## src/rtl/npc_fetch_ctrl.sv

```systemverilog
// Fetch sequencer: owns the PC, fetches over im_req/im_ack, presents one instruction at a time to decode.
// 2+L cycles per instruction; holds instr until decode accepts, late redirects discard in-flight data.
module npc_fetch_ctrl #(
    parameter logic [31:0] RESET_PC = 32'h0000_3000,
    parameter logic [31:0] IM_BASE  = 32'h0000_3000,
    parameter int          IM_WORDS = 4096,
    parameter logic [7:0]  TIMEOUT  = 8'd255
) (
    input  logic        clk,
    input  logic        reset,
    output logic        im_req,
    output logic [31:0] im_addr,
    input  logic        im_ack,
    input  logic [31:0] im_rdata,
    output logic        instr_valid,
    input  logic        instr_ready,
    output logic [31:0] instr,
    output logic [31:0] pc_out,
    output logic [31:0] pc4,
    input  logic [2:0]  npc_ctrl_in,
    output logic [2:0]  npc_ctrl,
    input  logic [31:0] npc_in,
    input  logic        redir_valid,
    input  logic [31:0] redir_target,
    output logic        fault,
    output logic [31:0] fault_pc
);

    localparam logic [1:0] BOOT  = 2'd0;
    localparam logic [1:0] FETCH = 2'd1;
    localparam logic [1:0] HOLD  = 2'd2;
    localparam logic [1:0] FAULT = 2'd3;

    localparam logic [32:0] IM_END = {1'b0, IM_BASE} + 33'(IM_WORDS) * 33'd4;

    logic [1:0]  state;
    logic [31:0] pc;
    logic [31:0] pc_next;
    logic        redir_pend;
    logic [7:0]  wait_cnt;

    logic        ld_en;
    logic [31:0] ld_addr;
    logic        ld_req;
    logic        consume;

    function automatic logic addr_ok(input logic [31:0] a);
        return (a[1:0] == 2'b00) && (a >= IM_BASE) && ({1'b0, a} < IM_END);
    endfunction

    assign im_addr  = pc;
    assign pc_out   = pc;
    assign npc_ctrl = consume ? npc_ctrl_in : 3'b000;

    // Every PC update funnels through one load path so the address check is never bypassed.
    always_comb begin
        ld_en   = 1'b0;
        ld_addr = pc;
        ld_req  = 1'b1;
        consume = 1'b0;
        case (state)
            BOOT: begin
                ld_en   = 1'b1;
                ld_addr = redir_valid ? redir_target : pc;
            end
            FETCH: begin
                if (!im_req) begin
                    ld_en = 1'b1;
                    if (redir_valid)
                        ld_addr = redir_target;
                end else if (im_ack && (redir_pend || redir_valid)) begin
                    ld_en   = 1'b1;
                    ld_addr = redir_valid ? redir_target : pc_next;
                    ld_req  = 1'b0;
                end
            end
            HOLD: begin
                if (redir_valid) begin
                    ld_en   = 1'b1;
                    ld_addr = redir_target;
                end else if (instr_ready) begin
                    consume = 1'b1;
                    ld_en   = 1'b1;
                    ld_addr = npc_in;
                end
            end
            default: ;
        endcase
    end

    always_ff @(posedge clk) begin
        if (!reset) begin
            state       <= BOOT;
            pc          <= RESET_PC;
            pc4         <= RESET_PC + 32'd4;
            pc_next     <= 32'd0;
            redir_pend  <= 1'b0;
            wait_cnt    <= 8'd0;
            im_req      <= 1'b0;
            instr_valid <= 1'b0;
            instr       <= 32'd0;
            fault       <= 1'b0;
            fault_pc    <= 32'd0;
        end else begin
            case (state)
                FETCH: begin
                    if (im_req) begin
                        if (im_ack) begin
                            wait_cnt   <= 8'd0;
                            redir_pend <= 1'b0;
                            if (!(redir_pend || redir_valid)) begin
                                instr       <= im_rdata;
                                instr_valid <= 1'b1;
                                im_req      <= 1'b0;
                                state       <= HOLD;
                            end
                        end else if (wait_cnt == TIMEOUT) begin
                            state    <= FAULT;
                            fault    <= 1'b1;
                            fault_pc <= pc;
                            im_req   <= 1'b0;
                        end else begin
                            wait_cnt <= wait_cnt + 8'd1;
                            if (redir_valid) begin
                                pc_next    <= redir_target;
                                redir_pend <= 1'b1;
                            end
                        end
                    end
                end
                HOLD: begin
                    if (redir_valid || instr_ready)
                        instr_valid <= 1'b0;
                end
                default: ;
            endcase

            // A bad address never reaches im_addr: it goes straight to the sticky fault.
            if (ld_en) begin
                if (addr_ok(ld_addr)) begin
                    pc     <= ld_addr;
                    pc4    <= ld_addr + 32'd4;
                    state  <= FETCH;
                    im_req <= ld_req;
                end else begin
                    state    <= FAULT;
                    fault    <= 1'b1;
                    fault_pc <= ld_addr;
                    im_req   <= 1'b0;
                end
            end
        end
    end

endmodule

```

## config.mk

```make
export PLATFORM = sky130hd
export DESIGN_NAME = npc_fetch_ctrl
export DESIGN_NICKNAME = d
export VERILOG_FILES = /design/src/rtl/npc_fetch_ctrl.sv
export SDC_FILE = /design/constraint.sdc
export NUM_CORES = 1
export LEC_CHECK = 0
export ABC_AREA = 1
export CAP_MARGIN = 20
export CORE_MARGIN = 2
export CORE_UTILIZATION = 51
export DETAILED_ROUTE_END_ITERATION = 10
export GPL_TIMING_DRIVEN = 0
export PLACE_DENSITY = 0.92
export SLEW_MARGIN = 10
export SYNTH_ARGS = -nofsm -noshare
export SYNTH_HDL_FRONTEND = slang
export SYNTH_SLANG_ARGS = --single-unit
```

## constraint.sdc

```tcl
create_clock -name clk -period 3.9 [get_ports clk]
set_input_delay 0.78 -clock clk [delete_from_list [all_inputs] [get_ports clk]]
set_output_delay 0.78 -clock clk [all_outputs]
set_load 0.01 [all_outputs]
```

=== Word level (Yosys, flattened, before mapping) ===
Cells that the tools add are included.

* Divide/modulo/power cells: 0
* Order comparisons: 2
* Mux-type cells: 54
* $mul: 0
* Reduce and logical (&&, ||, !) cells: 19
* Bitwise logic cells: 3
* Shift operators: 0
* Add/subtract/negate cells: 2
* Equality and inequality tests: 9

{| class="wikitable"
|+ Operators with widths
! operator !! count
|-
| $mux W32 || 12
|-
| $pmux W32 S3 || 1
|-
| $add A32 B3 Y32 const B || 1
|-
| $ge A32 B14 Y1 const B || 1
|-
| $lt A32 B15 Y1 const B || 1
|-
| $mux W1 || 29
|-
| $mux W8 || 2
|-
| $reduce_and A4 Y1 || 4
|-
| $mux W2 || 7
|-
| $ne A2 B2 Y1 const B || 5
|-
| $add A8 B1 Y8 const B || 1
|-
| $eq A8 B8 Y1 const B || 1
|-
| $reduce_bool A2 Y1 || 4
|-
| $reduce_and A5 Y1 || 1
|-
| $logic_not A2 Y1 || 2
|-
| $logic_and A1 B1 Y1 || 3
|-
| $mux W3 || 1
|-
| $ne A3 B3 Y1 const B || 1
|-
| $not A1 Y1 || 3
|-
| $pmux W1 S3 || 1
|-
| $reduce_and A3 Y1 || 1
|-
| $reduce_bool A3 Y1 || 1
|-
| $eq A2 B1 Y1 const B || 1
|-
| $eq A2 B2 Y1 const B || 1
|-
| 3 further kinds || 4
|}

* Memories kept: 0
* Bits of input ports: 104
* Bits in latches: 0
* RAM bits: 0
* Bits in registers: 174
* Output and inout port bits: 166
* Bits in read-only memories: 0
* Word-level logic and storage cells: 100

=== Logic depth before layout (Yosys ltp) ===
Gate-level depths: netlist of run 1.

* Word-level depth: 10
* Depth in mapped cells: 20
* Mapped depth without buffers: 17

=== Least setup slack after synthesis of run 1 ===
OpenSTA, ideal clock, no wires.

* Kind: input-to-reg
* Start: input port redir_valid
* End: register pc4[14]
* Buffers on the path: 4
* Data required time: 3.789 ns
* Data arrival time: 2.735 ns
* Setup time: 0.111 ns
* Stages on the path: 18
* Path slack: 1.053 ns
* Path through: buf_4 -> inv_2 -> buf_4 -> buf_2 -> buf_2 -> nand3_1 -> nand2_1 -> nand2_1 -> nand3_1 -> nand2_1 -> o21ai_1 -> ha_1 -> inv_1 -> nor2_1 -> nand3_1 -> xor2_1 -> nor2_1 -> nor2_1

* Longest elaborated chain between the ends: 9
* Elaborated cells on any way between the ends: 19
* Classes of those cells: add/sub (1); order compare (2); mux (10); reduce/logical (6)

{| class="wikitable"
|+ RTL lines
! item !! line !! text
|-
| start: declaration || 23 || <nowiki>input logic redir_valid,</nowiki>
|-
| $logic_or A1 B1 Y1 || 71 || <nowiki>end else if (im_ack && (redir_pend || redir_valid)) begin</nowiki>
|-
| $logic_and A1 B1 Y1 || 71 ||
|-
| $mux W32 || 71 ||
|-
| $mux W32 || 67 || <nowiki>if (!im_req) begin</nowiki>
|-
| $pmux W32 S3 * || 61 || <nowiki>case (state)</nowiki>
|-
| net ld_addr[2] || 43 || <nowiki>logic [31:0] ld_addr;</nowiki>
|-
| $ge A32 B14 Y1 || 48 || <nowiki>return (a[1:0] == 2'b00) && (a >= IM_BASE) && ({1'b0, a} < IM_END);</nowiki>
|-
| $logic_and A1 B1 Y1 (2 in series) || 48 ||
|-
| $reduce_and A2 Y1 (no source line) || - ||
|-
| end signal: assignment || 95 || <nowiki>pc4 <= RESET_PC + 32'd4;</nowiki>
|-
| end signal: assignment || 142 || <nowiki>pc4 <= ld_addr + 32'd4;</nowiki>
|-
| end: declaration || 19 || <nowiki>output logic [31:0] pc4,</nowiki>
|}

The timed path passes the listed nets; every way through them passes the cells marked *.
A chain may end at the register's enable or synchronous reset.

=== Final worst setup path of run 1 ===
* Start: input port im_ack
* End: register pc4[13]

* Longest elaborated chain between the ends: 8
* Elaborated cells on any way between the ends: 14
* Classes of those cells: add/sub (1); order compare (2); mux (6); reduce/logical (5)

{| class="wikitable"
|+ RTL lines
! item !! line !! text
|-
| start: declaration || 13 || <nowiki>input logic im_ack,</nowiki>
|-
| $logic_and A1 B1 Y1 * || 71 ||
|-
| $mux W32 || 71 ||
|-
| $mux W32 || 67 ||
|-
| $pmux W32 S3 || 61 ||
|-
| $ge A32 B14 Y1 or $logic_not A2 Y1 (tied branches) || 48 ||
|-
| $logic_and A1 B1 Y1 (2 in series) || 48 ||
|-
| $reduce_and A2 Y1 (no source line) || - ||
|}

Mark *: on every way between the ends. The rest lies on a longest branch, timed or not.

==> summary.txt, run 1 <==
Tightest Hold Check Type: flip-flop to flip-flop
Final setup vio count: 0
DRC viols: 0
Clk_skew: 0.01117 ns
DIE AREA: 0.01797 mm²
PD cells: 339.3 mW/mm²
Most frequent cells in the layout: nand2_1, clkdlybuf4s50_1, nor2_1
Buffers added on ports: 267
Layout cells sized above 1: 7.218%
Row Count: 47
Pleak: 5.780 nW
Status: completed
Initial Util: 52.03%
DR vias/cell: 5.425
Reg2reg end: pc4[10]$_SDFFE_PN0P_
Critical Path AT: 3.72 ns
Reg2Reg Depth: 14
Final Instance Area: 0.01217 mm²
Routability cong.: 0.9656
Fmax: 294.3 MHz
HPWL Detailed: 22,070 µm
RSZ-0062 raised after global routing: no
Combinational group share of total power: 14.1%
Mapped Cells: 1,323
GRT Total Usage: 32.58%
Critical Path End: pc4[13]$_SDFFE_PN1P_
Int Power: 3.038 mW
Num ports: 270
CTS tree: yes
R2R setup slack: 0.67 ns
Post-route clock period utilization: 87.14%
Hold Fails Final Rpt: 0
Worst R2R Start: state[1]$_SDFFE_PN0P_
Register area share after synthesis: 39.91%
Top FF cell, synth: dfxtp_1
# nets final: 1,715
Most common cell after layout, fill and taps aside: nand2_1
Post-Syn Area: 0.008628 mm²
Sw frac: 26.38%
Sink Count: 172
Largest net degree at the start of global routing: 17
Total Power: 4.127 mW
Diode count: 0
Area Overhead vs Synth: 40.99%
WS Path Type: input port to flip-flop
Crit path time final: 3.398 ns
Final slew viol count: 0
First-pass GRT wire length: 46,350 µm
GR Overflow Total: 0
Post-Route Setup TNS: 0 ns
Max-cap violations: 0
Post-synth EDFFs: 0
Startpoint class of the critical path: input port
Ys async rst share: 0%
CTS H-tree lvls: 4
Setup crit start: im_ack
Clock buffer depth: 2
Flop pwr share: 44.1%
Total number of vias: 9,987
Initial antenna violation count: 0
Reg clk slew, reported paths: 0.07 ns
CP Capture Type: flip-flop
CP Max Fanout: 10
Height of the die: 134.1 µm
VDD IR max: 326.2 µV
Antenna-violating nets left: 0
Post-CTS sizing: 0
Worst slew margin: 48.54%
Vias in the first global route: 9,383
Core Area: 0.01658 mm²
Worst-Skew Late Latency: 0.44 ns
Post-Route WL: 30,030 µm
Setup Fix Bufs, Post-CTS: 0
Synth warn: 0
CTS buffer count: 17
Worst Tran Pin Value: 0.7719 ns
Starting DRT DRC Count: 1,105
Synth Area per Inst: 6.522 µm²
Hold_buf cts: 0
Post-synth cell types: 33
Data required time of the critical path: 4.22 ns
Synth Register Bits: 172
Sw power: 1.089 mW
Syn Nets: 1,429
Die X: 134.1 µm
Clk root buf: clkbuf_16
Placed Area: 0.01158 mm²
Drt pass-1 iters: 7
Routed wire per std cell: 16.31 µm
Clock Power Share: 41.8%
## final cells by class
type                    instances  area (µm²)
clock inverters                11       132.6
plain buffers                 105       623.1
well taps                     220       275.3
repair buffers                267        2673
fillers                      1276        4418
multi-input cells             914        4066
clock buffers                  20       456.7
flip-flops and latches        172        3443
inverters                     132       495.5
## power groups by stage
stage,logic (mW),registers (mW),clock network [mW]
finish,0.580,1.82,1.73
global route,0.626,1.82,1.80
CTS,0.567,1.82,1.73
detailed placement,0.560,1.86,0
global placement,0.549,1.86,0
floorplan,0.274,1.87,0
## sequential cells by signal, summed over array words and instances, names as in the netlist
register     count
wait_cnt         8
instr           32
pc_next         32
redir_pend       1
pc4             32
fault_pc        32
im_addr         30
instr_valid      1
fault            1
im_req           1
state            2
## worst min-delay path by stage
| stage | to | slack (ns) | cells past startpoint | from |
|---|---|---|---|---|
| 2_1_floorplan | redir_pend$_SDFFE_PN0P_ | 0.46 | 2 | redir_pend$_SDFFE_PN0P_ |
| 3_3_place_gp | pc4[27]$_SDFFE_PN0P_ | 0.43 | 2 | pc4[27]$_SDFFE_PN0P_ |
| 3_5_place_dp | pc4[23]$_SDFFE_PN0P_ | 0.43 | 2 | pc4[23]$_SDFFE_PN0P_ |
| 4_1_cts | pc4[23]$_SDFFE_PN0P_ | 0.45 | 2 | pc4[23]$_SDFFE_PN0P_ |
| 5_1_grt | pc4[23]$_SDFFE_PN0P_ | 0.47 | 2 | pc4[23]$_SDFFE_PN0P_ |
| 6_report | pc4[23]$_SDFFE_PN0P_ | 0.45 | 2 | pc4[23]$_SDFFE_PN0P_ |
## worst max-delay path: stages
cell and delay, ns:
clkdlybuf4s50_1 0.48, inv_1 0.14, nor2_1 0.08, nand2_2 0.16
buf_2 0.28, nor2_1 0.08, nor2_1 0.19, nand2_1 0.11
nor3_1 0.21, nand2_1 0.16, nor2_2 0.21, nand3_1 0.14
buf_4 0.21, buf_6 0.15, a21oi_1 0.23, nand2_1 0.10
## kinds of logic after synthesis
group / share of synthesized area [%]
simple gates: 32.96
buf+inv: 12.96
compound gates: 11.44
flops: 39.91
mux: 1.624
xor+xnor: 0.8121
fa+ha+maj: 0.2900
## Yosys cell counts, drive strengths merged (5+ instances only)
library cell,n,area (µm²)
a31oi,21,131.4
mux2i,14,140.1
a21oi,52,260.3
nor3,6,30.03
nand3,74,380.4
nand2,377,1440
dfxtp,172,3443
a21boi,6,45.04
o21ai,101,509.2
xor2,5,43.79
inv,131,491.7
clkbuf,31,116.4
nor2,234,903.4
buf,74,506.7
nand4,12,75.07
## metrics by stage
stage	utilization, %	hold WS, ns	std cells	setup slack (ns)
5_1_grt	73.36	0.4694	1841	0.4060
2_1_floorplan	-	0.4584	1323	1.053
3_3_place_gp	69.81	0.4293	1810	0.2812
4_1_cts	73.36	0.4458	1841	0.6330
6_report	73.36	0.4459	1841	0.5016
3_5_place_dp	69.81	0.4332	1810	0.2926
## per-layer routing
| metal | vias up | track usage, % | share of wire (%) |
|---|---|---|---|
| li1 | 4694 | - | - |
| met1 | 4542 | 40.22 | 38 |
| met2 | 654 | 54.84 | 46 |
| met3 | 97 | 7.143 | 11 |
| met4 | 0 | 14.27 | 4.3 |
| met5 | - | 0 | 0 |
Note: power is estimated with default switching activity, not from simulation.
==> run 2, diff against run 1 <==
--- a/config.mk
+++ b/config.mk
@@ -11,8 +11,8 @@
 export CORE_UTILIZATION = 51
 export DETAILED_ROUTE_END_ITERATION = 10
 export GPL_TIMING_DRIVEN = 0
-export PLACE_DENSITY = 0.92
-export SLEW_MARGIN = 10
+export PLACE_DENSITY = 0.95
+export SLEW_MARGIN = 40
 export SYNTH_ARGS = -nofsm -noshare
 export SYNTH_HDL_FRONTEND = slang
 export SYNTH_SLANG_ARGS = --single-unit
==> summary.txt, run 2 (synthesis gave the netlist of run 1 again) <==
Non-filler cells, final: 1,842
Layout cells sized above 1: 7.275%
Placed Area: 0.01158 mm²
Crit-path cells: clkdlybuf4s50_1 > inv_1 > nor2_1 > nand2_2 > buf_2 > o21ai_1 > a21oi_1 > nand2_1 > nor2_1 > nand3_1 > nor2_2 > nand3_1 > buf_4 > buf_2 > nand3_1 > inv_1
Most frequent cells in the layout: nand2_1, clkdlybuf4s50_1, nor2_1
Most common cell after layout, fill and taps aside: nand2_1
PD cells: 336.1 mW/mm²
Combinational group share of total power: 14.3%
Reg clk slew, reported paths: 0.07 ns
Clk root buf: clkbuf_16
VDD IR max: 322.0 µV
Reg2reg end: pc4[10]$_SDFFE_PN0P_
Clk_skew: 0.01085 ns
Num ports: 270
DR vias/cell: 5.442
Worst slew margin: 44.10%
Sw power: 1.116 mW
CTS H-tree lvls: 4
FILL cells: 1,273
Final setup vio count: 0
CTS buffer count: 17
Fin worst setup slack: 0.5552 ns
Height of the die: 134.1 µm
Final Instance Area: 0.01215 mm²
CP Max Fanout: 10
Crit path time final: 3.345 ns
Setup Fix Bufs, Post-CTS: 0
Worst Tran Pin Value: 0.8385 ns
Max-cap violations: 0
Final slew viol count: 0
Area Overhead vs Synth: 40.86%
Storage cell area: 0.003443 mm²
Data required time of the critical path: 4.23 ns
Setup crit start: im_ack
Die X: 134.1 µm
Int Power: 2.968 mW
Hold_buf cts: 0
Starting DRT DRC Count: 1,028
DRC viols: 0
CP Capture Type: flip-flop
Drt pass-1 iters: 8
Reg2Reg Depth: 14
Startpoint class of the critical path: input port
WS Path Type: input port to flip-flop
GRT Total Usage: 33.37%
Diode count: 0
Sw frac: 27.33%
Clock Power Share: 41.2%
Sink Count: 172
DIE AREA: 0.01797 mm²
Post-Route Setup TNS: 0 ns
R2R setup slack: 0.74 ns
Slowest-stage cell, CP: clkdlybuf4s50_1
Routed wire per std cell: 16.56 µm
Worst R2R Start: state[1]$_SDFFE_PN0P_
Buffers added on ports: 267
Worst-Skew Late Latency: 0.44 ns
Initial antenna violation count: 0
Total number of vias: 10,020
Post-Route WL: 30,510 µm
Post-route clock period utilization: 85.77%
Hold Fails Final Rpt: 0
Tightest Hold Check Type: flip-flop to flip-flop
Placed Cells: 1,810
RSZ-0062 raised after global routing: no
Placement Setup Slack: 0.2276 ns
CP peak stage delay: 0.48 ns
Critical Path End: state[1]$_SDFFE_PN0P_
# nets final: 1,715
CTS tree: yes
Pleak: 5.776 nW
Hold slack final: 0.4526 ns
Routability cong.: 0.9488
Flop pwr share: 44.5%
GR Overflow Total: 0
Vias in the first global route: 9,562
Status: completed
Area of the multi-input gates: 0.004066 mm²
Initial Util: 52.03%
Row Count: 47
Post-CTS sizing: 0
Critical Path AT: 3.68 ns
Antenna-violating nets left: 0
HPWL Detailed: 22,690 µm
Clock buffer depth: 2
Core Area: 0.01658 mm²
Largest net degree at the start of global routing: 17
First-pass GRT wire length: 47,410 µm
Worst path most repeated cell: nand3_1
Fmax: 299.0 MHz
run 2: changes by cell type in the layout (fill, tap and decap cells not counted), sizes merged:
cell	change
bufinv	-1
clkbuf	-1
clkinv	+2
inv	+1
run 2: routing by layer:
layer | vias up | track usage, % | share of wire (%)
met3 | 139 | 8.163 | 11
met2 | 663 | 54.33 | 46
met4 | 0 | 19.36 | 5.3
met1 | 4530 | 40.30 | 38
li1 | 4692 | - | -
met5 | - | 0 | 0
run 2: layout make-up:
type	instances	share of cell area [%]
plain buffers	105	5.127
inverters	132	4.077
clock inverters	13	1.112
clock buffers	19	3.644
flip-flops and latches	172	28.33
repair buffers	267	21.99
multi-input cells	914	33.46
well taps	220	2.265
run 2: worst min path at each step:
stage,start,end,slack (ns),cells past startpoint
6_report,pc4[23]$_SDFFE_PN0P_,pc4[23]$_SDFFE_PN0P_,0.45,2
5_1_grt,pc4[23]$_SDFFE_PN0P_,pc4[23]$_SDFFE_PN0P_,0.47,2
4_1_cts,pc4[23]$_SDFFE_PN0P_,pc4[23]$_SDFFE_PN0P_,0.45,2
3_5_place_dp,pc4[23]$_SDFFE_PN0P_,pc4[23]$_SDFFE_PN0P_,0.44,2
3_3_place_gp,pc4[27]$_SDFFE_PN0P_,pc4[27]$_SDFFE_PN0P_,0.43,2
2_1_floorplan,redir_pend$_SDFFE_PN0P_,redir_pend$_SDFFE_PN0P_,0.46,2
run 2: worst max-delay path: cells and delay by family:
kind / cells / cell delay (ns)
compound gates: 2 / 0.38
buf+inv: 6 / 1.39
simple gates: 8 / 1.13
run 2: metrics by stage:
| stage | total power, mW | utilization (%) |
|---|---|---|
| 3_3_place_gp | 2.407 | 69.81 |
| 6_report | 4.085 | 73.29 |
| 2_1_floorplan | 2.141 | - |
| 3_5_place_dp | 2.422 | 69.81 |
| 4_1_cts | 4.072 | 73.29 |
| 5_1_grt | 4.199 | 73.29 |
run 2: power by group through the flow:
stage | combinational [mW] | sequential [mW] | clock [mW]
floorplan | 0.274 | 1.87 | 0
global placement | 0.551 | 1.86 | 0
CTS | 0.570 | 1.82 | 1.69
finish | 0.583 | 1.82 | 1.68
detailed placement | 0.565 | 1.86 | 0
global route | 0.629 | 1.82 | 1.75
==> run 3, diff against run 2 <==
--- a/config.mk
+++ b/config.mk
@@ -7,6 +7,7 @@
 export LEC_CHECK = 0
 export ABC_AREA = 1
 export CAP_MARGIN = 20
+export CORE_ASPECT_RATIO = 1.25
 export CORE_MARGIN = 2
 export CORE_UTILIZATION = 51
 export DETAILED_ROUTE_END_ITERATION = 10
==> summary.txt, run 3 (synthesis gave the netlist of run 1 again) <==
CP Max Fanout: 10
Worst slew margin: 47.06%
VDD IR max: 310.2 µV
Final setup vio count: 0
Max-cap violations: 0
GR Overflow Total: 0
Hold Path Cell Cnt: 2
WS Path Type: input port to flip-flop
Largest net degree at the start of global routing: 19
Clock buffer depth: 2
Final slew viol count: 0
Hold Fails Final Rpt: 0
Clk_skew: 0.01171 ns
Data required time of the critical path: 4.24 ns
DR vias/cell: 5.524
Total Power: 4.100 mW
Vias in the first global route: 9,715
Post-CTS sizing: 0
Post-Route WL: 32,310 µm
PD cells: 337.4 mW/mm²
Crit path time final: 3.350 ns
Fmax: 298.5 MHz
Buffers added on ports: 267
Tightest Hold Check Type: flip-flop to flip-flop
WHS Endpoint: pc4[27]$_SDFFE_PN0P_
First-pass GRT wire length: 49,850 µm
Antenna-violating nets left: 0
Worst Tran Pin Value: 0.7941 ns
Height of the die: 149.4 µm
Crit-path cells: clkdlybuf4s50_1 > nor2_1 > o21ai_2 > nand3_2 > buf_6 > nand2_1 > inv_2 > nor2_1 > nand2_1 > nor2_1 > nand2_1 > nor2_4 > nand3_1 > buf_4 > buf_6 > nor3_1 > nor2_1
Critical Path AT: 3.69 ns
GRT Total Usage: 35.28%
Hold_buf cts: 0
WP buf/inv: 5
Status: completed
# nets final: 1,715
Num ports: 270
Sink Count: 172
Core Area: 0.01671 mm²
CTS H-tree lvls: 4
Routability cong.: 0.9899
Die X: 120.3 µm
Most common cell after layout, fill and taps aside: nand2_1
FILL cells: 1,258
CTS tree: yes
Layout Utilization: 72.72%
Total number of vias: 10,180
RSZ-0062 raised after global routing: no
Post-Route Setup TNS: 0 ns
Cell family with most CP delay: simple AND/OR/NAND/NOR gates
CP Capture Type: flip-flop
Clk root buf: clkbuf_16
CP peak stage delay: 0.57 ns
Startpoint class of the critical path: input port
Pleak: 5.772 nW
R2R setup slack: 0.72 ns
Worst-Skew Late Latency: 0.46 ns
Initial Util: 51.63%
DRC viols: 0
Area Overhead vs Synth: 40.85%
Slowest-stage cell, CP: clkdlybuf4s50_1
HPWL Detailed: 23,400 µm
Storage cell area: 0.003443 mm²
Post-route clock period utilization: 85.89%
Row Count: 53
Worst hold path startpoint: pc4[27]$_SDFFE_PN0P_
Reg2Reg Depth: 15
Most frequent cells in the layout: nand2_1, clkdlybuf4s50_1, nor2_1
Reg clk slew, reported paths: 0.07 ns
Layout cells sized above 1: 7.337%
DIE AREA: 0.01798 mm²
Worst R2R Start: state[1]$_SDFFE_PN0P_
Worst path most repeated cell: nor2_1
Reg2reg end: pc4[14]$_SDFFE_PN0P_
CTS buffer count: 17
Setup Fix Bufs, Post-CTS: 0
Area of the multi-input gates: 0.004066 mm²
Drt pass-1 iters: 6
Starting DRT DRC Count: 1,201
Initial antenna violation count: 0
Diode count: 0
Routed wire per std cell: 17.54 µm
[run 3: changes by cell type in the layout (fill, tap and decap cells not counted), sizes merged]
cell,before,now
clkinvlp,1,2
clkbuf,50,48
bufinv,1,0
inv,136,139
clkinv,7,6
[run 3: tightest hold or removal path: stages (launching register included)]
cell	delay (ns)
dfxtp_1	0.32
nand2_1	0.06
nor2_1	0.04
[run 3: area by class of cell]
type                       instances  share of cell area [%]
sequential                       172                   28.33
clock inverter                    15                   1.246
clock buffer                      17                   3.500
inverter                         132                   4.077
buffer                           105                   5.127
tap                              220                   2.265
multi-input combinational        914                   33.46
timing repair buffer             267                   21.99
[run 3: report_power, final]
| group | leakage, nW | internal (mW) | switching, mW |
|---|---|---|---|
| clock network | 0.281 | 0.852 | 0.836 |
| logic | 4.10 | 0.262 | 0.330 |
| registers | 1.39 | 1.79 | 0.0279 |
[run 3: how the worst max path moves through the flow]
stage / start / end / slack [ns] / cells after the start
global placement: instr_ready / pc4[10]$_SDFFE_PN0P_ / 0.28 / 14
detailed placement: instr_ready / pc4[14]$_SDFFE_PN0P_ / 0.28 / 15
floorplan: redir_valid / pc4[14]$_SDFFE_PN0P_ / 1.05 / 18
CTS: instr_ready / npc_ctrl[0] / 0.60 / 6
global route: instr_ready / pc4[14]$_SDFFE_PN0P_ / 0.38 / 15
finish: instr_ready / pc4[10]$_SDFFE_PN0P_ / 0.55 / 17
[run 3: metal layers]
layer,vias up,share of wire (%),GRT usage [%]
met1,4661,37,42.53
met2,675,48,59.74
met5,-,0,0
li1,4698,-,-
met4,0,5.3,18.66
met3,142,9.9,6.517
[run 3: stage by stage]
| step | cell area, µm² | cells | hold WS (ns) | setup WS [ns] |
|---|---|---|---|---|
| 5_1_grt | 12150 | 1842 | 0.4679 | 0.3810 |
| 3_5_place_dp | 11580 | 1810 | 0.4357 | 0.2775 |
| 3_3_place_gp | 11580 | 1810 | 0.4323 | 0.2804 |
| 4_1_cts | 12150 | 1842 | 0.4549 | 0.6039 |
| 2_1_floorplan | 8628 | 1323 | 0.4584 | 1.053 |
| 6_report | 12150 | 1842 | 0.4516 | 0.5504 |
